<file path="src/rtl/prog_loader.sv">
// Program-memory front end for the TD4-style core: loads a DEPTH-byte program over a
// valid/ready stream, serves the combinational fetch port and holds the core in reset.
// Optional trailing checksum byte is enabled with `define PROG_LOADER_CHECKSUM_EN.
module prog_loader #(
  parameter int DEPTH = 16,
  parameter int AW    = 4,
  parameter int DW    = 8
) (
  input  logic          clk,
  input  logic          rst,
  input  logic          start,
  input  logic          run_req,
  input  logic          in_valid,
  input  logic [DW-1:0] in_data,
  output logic          in_ready,
  input  logic [AW-1:0] fetch_addr,
  output logic [DW-1:0] fetch_op,
  output logic          cpu_rst,
  output logic          loading,
  output logic [AW:0]   byte_cnt,
  output logic          done,
  output logic          err
);

  typedef enum logic [1:0] {IDLE, LOAD, RUN} state_t;

  state_t        state;
  logic [DW-1:0] mem [DEPTH];
  logic          accept;

`ifdef PROG_LOADER_CHECKSUM_EN
  // The byte arriving when byte_cnt==DEPTH is the checksum and is never stored.
  localparam logic [AW:0] LAST = (AW+1)'(DEPTH);
  logic [DW-1:0] sum;
  logic [DW-1:0] sum_next;

  assign sum_next = sum + in_data;
`else
  localparam logic [AW:0] LAST = (AW+1)'(DEPTH - 1);

  assign err = 1'b0;
`endif

  // in_ready lags the state by a cycle, so the state check keeps the stale cycle after LOAD inert.
  assign accept   = (state == LOAD) && in_ready && in_valid && !start;
  assign fetch_op = mem[fetch_addr];

  always_ff @(posedge clk) begin
    if (rst) begin
      state    <= IDLE;
      byte_cnt <= '0;
      cpu_rst  <= 1'b1;
      in_ready <= 1'b0;
      loading  <= 1'b0;
      done     <= 1'b0;
      for (int i = 0; i < DEPTH; i++) begin
        mem[i] <= '0;
      end
`ifdef PROG_LOADER_CHECKSUM_EN
      sum <= '0;
      err <= 1'b0;
`endif
    end else begin
      in_ready <= (state == LOAD);
      loading  <= (state == LOAD);
      cpu_rst  <= (state != RUN);
      // cpu_rst still holds last cycle's "not running", so this fires once per RUN entry.
      done     <= (state == RUN) && cpu_rst;

      if (start) begin
        state    <= LOAD;
        byte_cnt <= '0;
`ifdef PROG_LOADER_CHECKSUM_EN
        sum <= '0;
        err <= 1'b0;
`endif
      end else begin
        case (state)
          IDLE: begin
            if (run_req) begin
              state <= RUN;
            end
          end
          LOAD: begin
            if (accept) begin
              byte_cnt <= byte_cnt + 1'b1;
`ifdef PROG_LOADER_CHECKSUM_EN
              if (byte_cnt == LAST) begin
                if (sum_next == '0) begin
                  state <= RUN;
                end else begin
                  state <= IDLE;
                  err   <= 1'b1;
                end
              end else begin
                mem[byte_cnt[AW-1:0]] <= in_data;
                sum                   <= sum_next;
              end
`else
              mem[byte_cnt[AW-1:0]] <= in_data;
              if (byte_cnt == LAST) begin
                state <= RUN;
              end
`endif
            end
          end
          default: ;
        endcase
      end
    end
  end

endmodule
</file>
<file path="config.mk">
export PLATFORM = sky130hd
export DESIGN_NAME = prog_loader
export DESIGN_NICKNAME = d
export VERILOG_FILES = /design/src/rtl/prog_loader.sv
export SDC_FILE = /design/constraint.sdc
export NUM_CORES = 1
export LEC_CHECK = 0
export CAP_MARGIN = 20
export CORE_MARGIN = 4
export CORE_UTILIZATION = 30
export CTS_CLUSTER_DIAMETER = 150
export DETAILED_ROUTE_END_ITERATION = 7
export GPL_TIMING_DRIVEN = 0
export SETUP_SLACK_MARGIN = 0.2
export SLEW_MARGIN = 20
export SYNTH_ARGS = -nofsm -noshare
export SYNTH_HDL_FRONTEND = slang
export SYNTH_SLANG_ARGS = --single-unit
</file>
<file path="constraint.sdc">
create_clock -name clk -period 4.7 [get_ports clk]
set_input_delay 0.94 -clock clk [delete_from_list [all_inputs] [get_ports clk]]
set_output_delay 0.94 -clock clk [all_outputs]
set_load 0.01 [all_outputs]
</file>
==> run summary <==
The count of TritonRoute iterations in the first routing pass came out at 5. The dominant register cell in the synthesized netlist is edfxtp_1. The number of max-cap violations came out at 0. The floorplan die area is 23200 µm². Leaving out fill and tap cells, the most frequent cell in the layout is nor2_1. The post-route cell area came out at 7440 µm². In the final design database the tool counted 533 nets. The critical path data arrival time is 3410 ps. The post-synthesis average cell area came out at 13.6 µm². The final critical path time including I/O delays and setup came out at 4350 ps. Synthesis handed over a netlist of 460 instances. Signal routing reaches up to met4. The share of synthesized registers carrying an async set or reset is 0%. After detailed routing, the number of vias per cell comes to 5.06. The TritonCTS clock tree is yes. The met2 layer wire length in the routed design is 7.72 mm. The kind of path behind the tightest hold check is flop to flop. The number of H-tree levels came out at 4.

The number of buffers inserted by port buffering is 32. The standby leakage power came out at 2.56 nW. The smallest setup slack after layout is 354 ps.

Entering global routing, the biggest net connects 17 pins. The total CTS buffers came out at 17. The routed layout has 3999 vias.

Counting every sink on the clock net gives 138. The met3 wire length is 1.20 mm. The y dimension of the die is 152 µm. The count of boundary I/O pins is 35. IR analysis of the VDD net gives a maximum drop of 244 µV. The flip-flop and latch count after synthesis is 138. The total power draw is 2.81 mW. The die width came out at 152 µm. The worst setup timing slack at the placement stage is 230 ps. In this run, post-CTS repair resized a total of 0 instances. The number of global-route vias before repair came out at 4321.

The library cells used most frequently in the layout, excluding fill and tap cells, are 129 x nor2_1, 128 x edfxtp_1, 45 x nand2_1. The wire length of the first global-routing pass came out at 24.7 mm. The clock-pin slew reported for the worst setup and hold paths after clock tree synthesis came out at 50 ps. The clock root buffer is clkbuf_16. In this run the worst path has a maximum fanout of 10. For this run, design rule violations remaining after detail routing come to 0. Setup violations remaining at the end of the flow were counted as 0.

The instance area at placement is 6900 µm². The number of nets with antenna violations after detailed routing came out at 0. The flow ran to the end, and the final reports show no timing, DRC or antenna violations.

Dividing total power by cell area gives a power density of 378 nW/µm². Routability-driven placement finished with a final weighted congestion of 0.866. The part of the Yosys area used for sequential elements is 64.8%.

At the pin with the least slew margin, the transition time is 735 ps. The buffer depth of the longest clock path came out at 2. Setup repair after global routing left no endpoint under its margin. The total of warnings raised by yosys came out at 0. The critical path in this run is classified as input pin to output pin. The final max-slew violation count is 0. The required time of the worst setup path is 3760 ps. In this run, synthesis inferred 128 flip-flops with an integrated enable. For this run, the top clock speed supported by timing is 230 MHz. The synthesized area came out at 6240 µm². The area overhead of the layout relative to synthesis came out at 19.2%. The worst max-slew margin expressed relative to the limit is 50.8%. The post-route fraction of the period consumed by the critical path is 92.5%. Dividing the detail-routed wire length by the instance count gives 20.3 µm. The total wire length after detailed routing came out at 16.1 mm. The global-route total usage across every layer is 14.1%. The number of buffers added to fix hold violations after cts came out at 0. The setup fix buffers added after clock tree synthesis came out at 0. Counting every net in the synthesized netlist gives 482.

The number of antenna violations at the first check in global routing is 0. The count of different cell masters after synthesis is 33. The type of destination of the critical path is an output pin. The remaining global-route overflow came out at 0. The placed wire-length estimate after detailed placement came out at 11.8 mm. STA classifies the critical path startpoint as an input pin. For the worst-skew pair, the clock arrives at the later sink with an insertion delay of 420 ps.

The largest clock skew in the final design is 8.70 ps. Row generation in the floorplan step produced 52 rows. The routed length on met1 came out at 6.96 mm. The core area is 20400 µm². The total negative slack for setup checks came out at 0 ps. The number of failing hold endpoints at the final stage came out at 0.

The starting density of the core came out at 30.6%. In this run, the number of DRC markers left after iteration 0 of detailed routing was 362. The fraction of layout cells with a size suffix above 1 is 16.9%.

The final antenna diode count came out at 0.
==> power by group <==
| part | switching (mW) | internal [mW] | leakage [nW] |
|---|---|---|---|
| registers | 0.0127 | 1.38 | 1.39 |
| logic | 0.103 | 0.0819 | 0.893 |
| clock network | 0.479 | 0.758 | 0.268 |
| total | 0.595 | 2.22 | 2.56 |
==> state kept, by name, summed over array words and instances (netlist names) <==
signal    count
mem         128
loading       1
cpu_rst       1
state         2
done          1
byte_cnt      5
==> worst paths after layout <==
kind / slack [ps] / to / cells past startpoint / start
hold / removal: 430 / done$_SDFF_PP0_ / 2 / cpu_rst$_SDFF_PP1_
hold reg to reg: 430 / done$_SDFF_PP0_ / 2 / cpu_rst$_SDFF_PP1_
setup / recovery: 350 / fetch_op[1] / 6 / fetch_addr[1]
setup reg to reg: 2640 / mem[0][7]$_SDFFCE_PN0P_ / 4 / byte_cnt[0]$_SDFFE_PP0P_
==> cells by family (layout without fill, tap and decap cells) <==
family,Yosys count,after routing,synth area share (%)
fa+ha+maj,5,5,1.00
mux,32,32,11.6
flops,138,138,64.8
compound gates,43,43,4.85
simple gates,198,198,13.4
other cells,1,1,0.0601
buf+inv,43,104,4.37
==> final cells by class <==
type	count	area [µm²]
flip-flops and latches	138	4040
well taps	270	338
multi-input cells	279	1920
fillers	1957	12900
inverters	7	26.3
plain buffers	36	249
clock inverters	12	110
repair buffers	32	320
clock buffers	17	425
==> synth_stat cells (2+ instances only) <==
library cell | number | area (µm²)
mux4_2 | 32 | 721
or3_1 | 2 | 12.5
buf_4 | 2 | 15.0
nand4_1 | 2 | 12.5
nor2b_1 | 2 | 12.5
ha_1 | 5 | 62.6
or4_4 | 2 | 22.5
a21oi_1 | 7 | 35.0
buf_6 | 13 | 146
buf_1 | 3 | 11.3
edfxtp_1 | 128 | 3840
nand3_1 | 3 | 15.0
inv_1 | 7 | 26.3
nor3_1 | 2 | 10.0
nor2_2 | 3 | 18.8
dfxtp_1 | 10 | 200
clkbuf_1 | 13 | 48.8
nand2_1 | 45 | 169
nor2_1 | 129 | 484
buf_2 | 5 | 25.0
a21o_1 | 17 | 128
a22oi_1 | 16 | 120
nor4_1 | 2 | 12.5
==> layer usage <==
metal  track usage, %  up-vias
met2             22.5      173
met1             18.6     2024
li1                 -     1777
met3             4.60       25
met4             3.98        0
met5                0        -
==> worst max-delay path, stage by stage <==
cell and delay [ps]:
clkdlybuf4s50_1 590, clkbuf_1 590, mux4_2 400, a22oi_1 210, nand2_1 150, clkdlybuf4s50_1 510
==> per-stage QoR <==
| stage | instances | util, % | hold slack, ps |
|---|---|---|---|
| floorplan | 460 | - | 438 |
| global placement | 762 | 33.9 | 432 |
| detailed placement | 762 | 33.9 | 430 |
| CTS | 791 | 36.5 | 442 |
| global route | 791 | 36.5 | 460 |
| finish | 791 | 36.5 | 431 |
No activity file was read; power rests on OpenSTA's default activity.
